`config.mk`:
```
export PLATFORM = sky130hd
export DESIGN_NAME = jogo_sequencia_param
export DESIGN_NICKNAME = d
export VERILOG_FILES = /design/src/rtl/jogo_sequencia_param.sv
export SDC_FILE = /design/constraint.sdc
export NUM_CORES = 1
export LEC_CHECK = 0
export CAP_MARGIN = 40
export CORE_ASPECT_RATIO = 1.5
export CORE_UTILIZATION = 25
export CTS_CLUSTER_DIAMETER = 200
export DETAILED_ROUTE_END_ITERATION = 6
export GPL_ROUTABILITY_DRIVEN = 0
export HOLD_SLACK_MARGIN = 0.08
export PLACE_DENSITY = 0.48
export SLEW_MARGIN = 10
export SYNTH_ARGS = -nofsm -noshare
export SYNTH_HDL_FRONTEND = slang
export SYNTH_SLANG_ARGS = --single-unit
```
`constraint.sdc`:
```
create_clock -name clock -period 2.7 [get_ports clock]
set_input_delay 0.27 -clock clock [delete_from_list [all_inputs] [get_ports clock]]
set_output_delay 0.27 -clock clock [all_outputs]
set_load 0.03 [all_outputs]
```
`src/rtl/jogo_sequencia_param.sv`:
```
// rtl/jogo_sequencia_param.sv - sequence-check game: player plays compared against an external ROM sequence
module jogo_sequencia_param #(
    parameter int  DATA_W  = 4,
    parameter int  DEPTH   = 16,
    parameter int  TIMEOUT = 5000,
    localparam int ADDR_W  = $clog2(DEPTH)
) (
    input  logic              clock,
    input  logic              reset,
    input  logic              iniciar,
    input  logic              jogada,
    input  logic [DATA_W-1:0] chaves,
    input  logic [ADDR_W-1:0] limite,
    input  logic [DATA_W-1:0] mem_dado,
    output logic [ADDR_W-1:0] mem_endereco,
    output logic              pronto,
    output logic              acertou,
    output logic              errou,
    output logic              timeout,
    output logic              db_igual,
    output logic [DATA_W-1:0] db_jogada,
    output logic [3:0]        db_estado,
    output logic [3:0]        db_resultado
);

    // Counter only has to reach TIMEOUT-1, so clog2(TIMEOUT) bits suffice.
    localparam int              CNT_W    = (TIMEOUT > 2) ? $clog2(TIMEOUT) : 1;
    localparam logic [CNT_W-1:0] CNT_LAST = CNT_W'(TIMEOUT - 1);

    // State encoding doubles as the debug code shown on the 7-segment display.
    typedef enum logic [3:0] {
        INICIAL     = 4'h0,
        PREPARA     = 4'h1,
        ESPERA      = 4'h2,
        REGISTRA    = 4'h4,
        COMPARA     = 4'h5,
        PROXIMO     = 4'h6,
        FIM_ACERTO  = 4'hA,
        FIM_ERRO    = 4'hE,
        FIM_TIMEOUT = 4'hC
    } state_t;

    state_t            state;
    state_t            state_next;
    logic              jogada_q;
    logic              jogada_edge;
    logic [CNT_W-1:0]  cnt;
    logic [ADDR_W-1:0] limite_q;
    logic              counter_done;
    logic              fim_next;

    assign jogada_edge  = jogada & ~jogada_q;
    assign counter_done = (cnt == CNT_LAST);
    assign db_igual     = (db_jogada == mem_dado);
    assign db_estado    = state;
    assign fim_next     = (state_next == FIM_ACERTO) || (state_next == FIM_ERRO) ||
                          (state_next == FIM_TIMEOUT);

    // Next-state decision; a play edge wins over an expiring timeout in the same cycle.
    always_comb begin
        state_next = state;
        case (state)
            INICIAL:     if (iniciar) state_next = PREPARA;
            PREPARA:     state_next = ESPERA;
            ESPERA: begin
                if (jogada_edge)       state_next = REGISTRA;
                else if (counter_done) state_next = FIM_TIMEOUT;
            end
            REGISTRA:    state_next = COMPARA;
            COMPARA: begin
                if (db_jogada != mem_dado)      state_next = FIM_ERRO;
                else if (mem_endereco == limite_q) state_next = FIM_ACERTO;
                else                            state_next = PROXIMO;
            end
            PROXIMO:     state_next = ESPERA;
            FIM_ACERTO,
            FIM_ERRO,
            FIM_TIMEOUT: if (iniciar) state_next = PREPARA;
            default:     state_next = INICIAL;
        endcase
    end

    // State register with Moore flags registered from the upcoming state so they track it exactly.
    always_ff @(posedge clock or negedge reset) begin
        if (!reset) begin
            state        <= INICIAL;
            pronto       <= 1'b0;
            acertou      <= 1'b0;
            errou        <= 1'b0;
            timeout      <= 1'b0;
            db_resultado <= 4'h0;
        end else begin
            state   <= state_next;
            pronto  <= fim_next;
            acertou <= (state_next == FIM_ACERTO);
            errou   <= (state_next == FIM_ERRO) || (state_next == FIM_TIMEOUT);
            timeout <= (state_next == FIM_TIMEOUT);
            case (state_next)
                FIM_ACERTO:  db_resultado <= 4'hA;
                FIM_ERRO:    db_resultado <= 4'hE;
                FIM_TIMEOUT: db_resultado <= 4'hC;
                default:     db_resultado <= 4'h0;
            endcase
        end
    end

    // Button delay flop: runs in every state so a held button never re-triggers.
    always_ff @(posedge clock or negedge reset) begin
        if (!reset) jogada_q <= 1'b0;
        else        jogada_q <= jogada;
    end

    // Datapath: address, captured play, latched limit and per-play timeout counter.
    always_ff @(posedge clock or negedge reset) begin
        if (!reset) begin
            mem_endereco <= '0;
            db_jogada    <= '0;
            cnt          <= '0;
            limite_q     <= '0;
        end else begin
            case (state)
                PREPARA: begin
                    mem_endereco <= '0;
                    db_jogada    <= '0;
                    cnt          <= '0;
                    limite_q     <= limite;
                end
                ESPERA: begin
                    if (!jogada_edge && !counter_done) cnt <= cnt + CNT_W'(1);
                end
                REGISTRA: db_jogada <= chaves;
                PROXIMO: begin
                    mem_endereco <= mem_endereco + ADDR_W'(1);
                    cnt          <= '0;
                end
                default: ;
            endcase
        end
    end

endmodule
```
==> results of run 1 <==
## worst reg2reg max path, delay by kind of cell (launching register included)
kind / cells / cell delay [ns]
mux: 1 / 0.33
flops: 1 / 0.44
simple gates: 4 / 1.33
## state kept, by name (all words and copies together), names as in the netlist, 2 cells and up
register and count:
db_jogada 4, limite_q 4, cnt 13, db_resultado 2
mem_endereco 4, db_estado 4
## worst paths after layout
path                         startpoint          end  slack (ns)  depth (start not counted)
hold / removal                    reset       cnt[3]        0.40                          2
setup / recovery           db_jogada[1]     db_igual        0.47                          3
max in group asynchronous         reset       cnt[6]        1.97                          2
hold reg to reg             limite_q[3]  limite_q[3]        0.50                          2
min in group clock          limite_q[3]  limite_q[3]        0.50                          2
setup reg to reg                 cnt[3]       cnt[7]        0.49                          5
## cells in the final DEF (no fill, tap or decap), types with 3 or more instances in the layout
master and count:
sky130_fd_sc_hd__dfrtp_1 36, sky130_fd_sc_hd__clkdlybuf4s50_1 35, sky130_fd_sc_hd__nand2_1 30, sky130_fd_sc_hd__nor2_1 19
sky130_fd_sc_hd__a21oi_1 10, sky130_fd_sc_hd__xnor2_1 10, sky130_fd_sc_hd__xor2_1 8, sky130_fd_sc_hd__nor4_1 8
sky130_fd_sc_hd__nor3_1 7, sky130_fd_sc_hd__o21ai_0 6, sky130_fd_sc_hd__clkbuf_8 6, sky130_fd_sc_hd__nand2b_1 5
sky130_fd_sc_hd__inv_1 5, sky130_fd_sc_hd__nor2b_1 5, sky130_fd_sc_hd__buf_4 5, sky130_fd_sc_hd__nor3b_1 3
sky130_fd_sc_hd__nand4_1 3, sky130_fd_sc_hd__or2_2 3, sky130_fd_sc_hd__nand3_1 3
## logic make-up (layout without fill, tap and decap cells)
logic type / count (synthesis) / count (layout) / synth area share [%]
flip-flops: 36 / 36 / 47.7
AO/OA/AOI/OAI: 25 / 25 / 9.35
other: 1 / 1 / 0.199
adder cells (fa/ha/maj): 2 / 2 / 1.33
AND/OR/NAND/NOR: 97 / 97 / 28.2
XOR/XNOR: 18 / 18 / 8.36
multiplexers: 2 / 2 / 1.19
buffers and inverters: 14 / 54 / 3.65
## metal layers
| layer | global-route usage (%) | vias up | part of all wire (%) |
|---|---|---|---|
| met3 | 2.24 | 9 | 3.0 |
| met5 | 0 | - | 0 |
| met2 | 19.5 | 28 | 51 |
| li1 | - | 741 | - |
| met4 | 5.60 | 0 | 2.7 |
| met1 | 14.8 | 703 | 44 |
## metrics by stage
step / hold slack (ns) / instance area [um^2] / utilization [%] / worst slack (ns)
2_1_floorplan: -0.0256 / 1890 / - / 0.0968
3_3_place_gp: 0.480 / 2350 / 32.4 / 0.501
3_5_place_dp: 0.485 / 2350 / 32.4 / 0.442
4_1_cts: 0.416 / 2440 / 33.6 / 0.441
5_1_grt: 0.454 / 2440 / 33.6 / 0.351
6_report: 0.397 / 2440 / 33.6 / 0.466
## power groups by stage
stage,sequential (W),combinational [W],clock [W]
6_report,0.000860,0.00111,0.000399
5_1_grt,0.000891,0.00122,0.000444
4_1_cts,0.000868,0.00112,0.000412
3_5_place_dp,0.000878,0.00112,0
3_3_place_gp,0.000874,0.00111,0
2_1_floorplan,0.000985,0.000599,0
## layout make-up
cell class	instances	area, um^2	area share [%]
well taps	100	125	5.12
repair buffers	40	388	15.9
flip-flops and latches	36	901	36.9
multi-input cells	145	917	37.5
clock buffers	8	90.1	3.69
inverters	6	22.5	0.922
==> flow_summary_export.csv, run 1 <==
group,metric,value,unit
synthesis,post-synth-top-count-cell,"sky130_fd_sc_hd__dfrtp_1",
synthesis,share_of_yosys_cell_area_claimed_by_the_top_area_cell_type,47.7,%
clocking,ctsHoldBuffers,0,
routing,detail_route.wl_per_cell,12.9,um
sta,worstMarginPinSlew,0.584,ns
floorplanning,width_of_the_chip,72.9,um
power,power.internal,0.00135,W
sta,hold_viol_final,0,
sta,achievable_clock_frequency,448,MHz
synthesis,asyncSetResetFlopFracSynth,100,%
power,power.leakage,1.04,nW
clocking,clk_pin_slew_worst_paths,0.08,ns
grt,grt_pass1_vias,1446,
worst_setup_path,worst-path-max-fanout,3,
sta,unrepaired_setup_endpoints_after_global_routing,"false",
floorplanning,pin_count,37,
routing,drt_wl_total,4.32,mm
power,share_clk_of_total_power,16.8,%
worst_setup_path,cells_traversed_along_the_worst_timing_path,"xor2_1, nor4_1, clkdlybuf4s50_1",
placement,placedCellCount,327,
final_layout,layout-drive-gt1-share,11.5,%
grt,grt_antenna_before_repair,0,
floorplanning,fp.dieArea,0.00791,mm^2
worst_setup_path,crit_type,"reg2out",
clocking,post_cts.repair.setup_buffers,0,
worst_setup_path,timing.critical_path.max_delay_family,"buffers and inverters",
power,total_power,0.00237,W
grt,track_usage,11.9,%
grt,global_route_wire_length_before_repair,7.07,mm
placement,placement.io_buffers,35,
min_path,hold_path_class,"in2async",
worst_setup_path,critPathMaxStageDelay,0.74,ns
final_layout,fin_nets,252,
routing,number_of_design_rule_violations_left_by_the_first_detailed_router_iteration,40,
grt,overflow,0,
power,power_frac_seq,36.3,%
routing,drt_first_pass_iters,4,
floorplanning,fp.coreArea,0.00727,mm^2
grt,grt_start_max_net_pins,37,
synthesis,post_synth_most_frequent_cells,"sky130_fd_sc_hd__dfrtp_1, sky130_fd_sc_hd__nand2_1, sky130_fd_sc_hd__nor2_1, sky130_fd_sc_hd__a21oi_1, sky130_fd_sc_hd__xnor2_1",
sta,timing.setup.tns,0,ns
worst_setup_path,critPathLaunchType,"register",
synthesis,synth.distinct_cells,43,
synthesis,syn_inst,195,
worst_setup_path,cp_slowest_cell,"sky130_fd_sc_hd__clkdlybuf4s50_1",
sta,slew_headroom,60.8,%
power,combPwrFrac,46.8,%
synthesis,synthesis.area_per_instance,9.68,um^2
clocking,ctsLongestPathBuffers,2,
clocking,cts_root_buffer,"sky130_fd_sc_hd__clkbuf_8",
worst_setup_path,worstPathRequired,2.43,ns
sta,final-max-slew-violation-count,0,
clocking,ctsHtreeMaxLevel,2,
floorplanning,initial_utilization,25.9,%
power,vdd_ir_drop_max,0.000262,V
sta,period_share,82.7,%
clocking,clk_sink_count,36,
synthesis,synth_ff_type,"sky130_fd_sc_hd__dfrtp_1",
worst_setup_path,timing.critical_path.arrival,1.96,ns
power,switching_power,0.00102,W
placement,detailedPlacementHpwl,3.12,mm
synthesis,synth.yosys.warnings,0,
outcome,status,"finished, final reports clean",
synthesis,syn-cell-area,0.00189,mm^2
synthesis,post-synth-top-area-cell,"sky130_fd_sc_hd__dfrtp_1",
run,max-cap-violations,0,
floorplanning,std_cell_rows,38,
final_layout,antenna_cells,0,
clocking,cts_tree,"done",
worst_setup_path,critical_path.endpoint_type,"output pin",
power,sw_frac_of_total,43.1,%
routing,postRouteAntennaNets,0,
synthesis,netlist_top_cells_area,"sky130_fd_sc_hd__dfrtp_1, sky130_fd_sc_hd__nand2_1, sky130_fd_sc_hd__xnor2_1",
sta,setup_violations,0,
sta,finClkSkew,0.0132,ns
synthesis,yosysSeqAreaShare,47.7,%
final_layout,finish.cell_count_without_fillers,335,
synthesis,postSynthNetCount,213,
clocking,clk-insertion-delay-late,0.29,ns
routing,vias_per_cell,4.42,
synthesis,ys_seq_elements,36,
clocking,postCtsResizedCells,0,
routing,post-route-drc-count,0,
final_layout,num-fill-cells,765,
floorplanning,die_height,108,um
sta,finalCriticalPeriod,2.23,ns
worst_setup_path,worst-path-buf-inv,1,
clocking,numCtsBuffers,5,
synthesis,synth_edf_count,0,
power,power.density,969,mW/mm^2
routing,detailroute.via_count,1481,
final_layout,syn2layout_area_growth,29.5,%
(Power assumes the default switching activity.)
==> run 2, diff against run 1 <==
==> constraint.sdc (replaced) <==
create_clock -name clock -period 2.3 [get_ports clock]
set_input_delay 0.23 -clock clock [delete_from_list [all_inputs] [get_ports clock]]
set_output_delay 0.23 -clock clock [all_outputs]
set_load 0.03 [all_outputs]
==> run 2 against run 1 <==
Net effect:
- first-iteration DRC count increased to 2.6 times the previous value
- sequential cell count did not move
- die area is the same
- critical path type unchanged
- largest cell class unchanged
==> flow_summary_export.csv, run 2 (synthesized netlist as in run 1, its figures left out) <==
group,metric,value,unit
outcome,status,"finished, final reports clean",
worst_setup_path,worst-path-buf-inv,1,
worst_setup_path,cells_traversed_along_the_worst_timing_path,"xor2_1, nor4_2, clkdlybuf4s50_1",
clocking,clk_sink_count,36,
sta,setup_violations,0,
sta,final-max-slew-violation-count,0,
final_layout,largest_register_ffs,13,
routing,number_of_design_rule_violations_left_by_the_first_detailed_router_iteration,104,
power,power.density,1170,mW/mm^2
clocking,post_cts.repair.setup_buffers,0,
power,switching_power,0.00121,W
clocking,postCtsResizedCells,0,
min_path,hold_path_class,"in2async",
sta,finClkSkew,0.00899,ns
power,power_frac_seq,33.7,%
grt,global_route_wire_length_before_repair,7.67,mm
final_layout,layout-drive-gt1-share,13.5,%
sta,unrepaired_setup_endpoints_after_global_routing,"false",
worst_setup_path,timing.critical_path.arrival,1.90,ns
grt,track_usage,12.7,%
floorplanning,fp.dieArea,0.00791,mm^2
clocking,numCtsBuffers,5,
routing,drt_first_pass_iters,4,
clocking,ctsHoldBuffers,0,
clocking,cts_tree,"done",
power,sw_frac_of_total,41.9,%
worst_setup_path,critPathLaunchType,"register",
sta,timing.setup.tns,0,ns
clocking,ctsHtreeMaxLevel,2,
power,total_power,0.00290,W
power,share_clk_of_total_power,19.4,%
routing,vias_per_cell,4.44,
final_layout,mostFrequentLayoutCell,"sky130_fd_sc_hd__dfrtp_1",
worst_setup_path,critPathMaxStageDelay,0.72,ns
floorplanning,initial_utilization,25.9,%
floorplanning,die_height,108,um
routing,post-route-drc-count,0,
power,power.internal,0.00169,W
clocking,clk_pin_slew_worst_paths,0.08,ns
sta,hold_viol_final,0,
sta,period_share,92.5,%
final_layout,layout.cells.most_common_list,"sky130_fd_sc_hd__dfrtp_1, sky130_fd_sc_hd__clkdlybuf4s50_1, sky130_fd_sc_hd__nand2_1",
final_layout,syn2layout_area_growth,31.8,%
worst_setup_path,worstPathRequired,2.07,ns
final_layout,fin_nets,254,
sta,achievable_clock_frequency,470,MHz
clocking,cts_root_buffer,"sky130_fd_sc_hd__clkbuf_8",
power,power.leakage,1.06,nW
sta,finalCriticalPeriod,2.13,ns
final_layout,combined_area_of_the_multi_input_logic_cells,923,um^2
routing,drt_wl_total,4.39,mm
routing,detailroute.via_count,1496,
final_layout,antenna_cells,0,
worst_setup_path,cp_slowest_cell,"sky130_fd_sc_hd__clkdlybuf4s50_1",
grt,grt_pass1_vias,1548,
floorplanning,std_cell_rows,38,
worst_setup_path,critical_path.endpoint_type,"output pin",
grt,grt_antenna_before_repair,0,
floorplanning,pin_count,37,
power,vdd_ir_drop_max,0.000358,V
clocking,ctsLongestPathBuffers,2,
clocking,clk-insertion-delay-late,0.29,ns
final_layout,largest_register_by_flop_count,"cnt",
floorplanning,width_of_the_chip,72.9,um
run,max-cap-violations,0,
final_layout,num-fill-cells,739,
routing,detail_route.wl_per_cell,13.0,um
power,combPwrFrac,46.9,%
placement,detailedPlacementHpwl,3.26,mm
placement,placement.io_buffers,35,
sta,fin_ws,0.172,ns
final_layout,seq_area,901,um^2
worst_setup_path,worst-path-max-fanout,3,
grt,grt_start_max_net_pins,37,
worst_setup_path,timing.critical_path.max_delay_family,"buffers and inverters",
worst_setup_path,crit_type,"reg2out",
grt,overflow,0,
placement,worst_slack_after_detailed_placement,0.211,ns
floorplanning,fp.coreArea,0.00727,mm^2
routing,postRouteAntennaNets,0,
-- run 2: worst paths after layout --
path | depth (start not counted) | endpoint | slack, ns | start
min in group clock | 1 | jogada_q | 0.44 | jogada
setup / recovery | 3 | db_igual | 0.17 | db_jogada[1]
hold reg to reg | 2 | limite_q[1] | 0.50 | limite_q[1]
max in group asynchronous | 2 | cnt[1] | 1.61 | reset
hold / removal | 2 | db_resultado[1] | 0.36 | reset
setup reg to reg | 6 | acertou | 0.20 | cnt[3]
-- run 2: area by class of cell --
| type | instances | share of cell area (%) |
|---|---|---|
| Timing Repair Buffer | 42 | 16.2 |
| Inverter | 6 | 0.906 |
| Clock inverter | 3 | 1.71 |
| Sequential cell | 36 | 36.2 |
| Tap cell | 100 | 5.03 |
| Multi-Input combinational cell | 145 | 37.1 |
| Clock buffer | 5 | 2.77 |
-- run 2: power by group through the flow --
| stage | registers [W] | logic, W | clock network [W] |
|---|---|---|---|
| 3_5_place_dp | 0.000994 | 0.00138 | 0 |
| 2_1_floorplan | 0.00116 | 0.000711 | 0 |
| 4_1_cts | 0.000982 | 0.00139 | 0.000585 |
| 5_1_grt | 0.00101 | 0.00151 | 0.000610 |
| 3_3_place_gp | 0.000994 | 0.00137 | 0 |
| 6_report | 0.000977 | 0.00136 | 0.000564 |
-- run 2: worst reg2reg max path: cells and delay by family, from the launching register on --
| family | cells | cell delay (ns) |
|---|---|---|
| AO/OA/AOI/OAI | 2 | 0.24 |
| buffers and inverters | 1 | 0.23 |
| flip-flops | 1 | 0.44 |
| AND/OR/NAND/NOR | 3 | 1.12 |
-- run 2: metrics by stage --
| step | hold WS, ns | std cells | cell area, um^2 | utilization [%] |
|---|---|---|---|---|
| final | 0.356 | 337 | 2490 | 34.2 |
| after global routing | 0.399 | 337 | 2490 | 34.2 |
| after CTS | 0.375 | 337 | 2490 | 34.2 |
| after detailed placement | 0.487 | 329 | 2370 | 32.6 |
| after global placement | 0.482 | 329 | 2370 | 32.6 |
| after floorplan | -0.0656 | 195 | 1890 | - |
-- run 2: routing by layer --
metal / global-route usage, % / vias up / wire [um]
met5: 0 / - / 0
met4: 5.74 / 0 / 116
met3: 2.52 / 10 / 124
met2: 21.8 / 26 / 2240
met1: 15.0 / 712 / 1910
li1: - / 748 / -
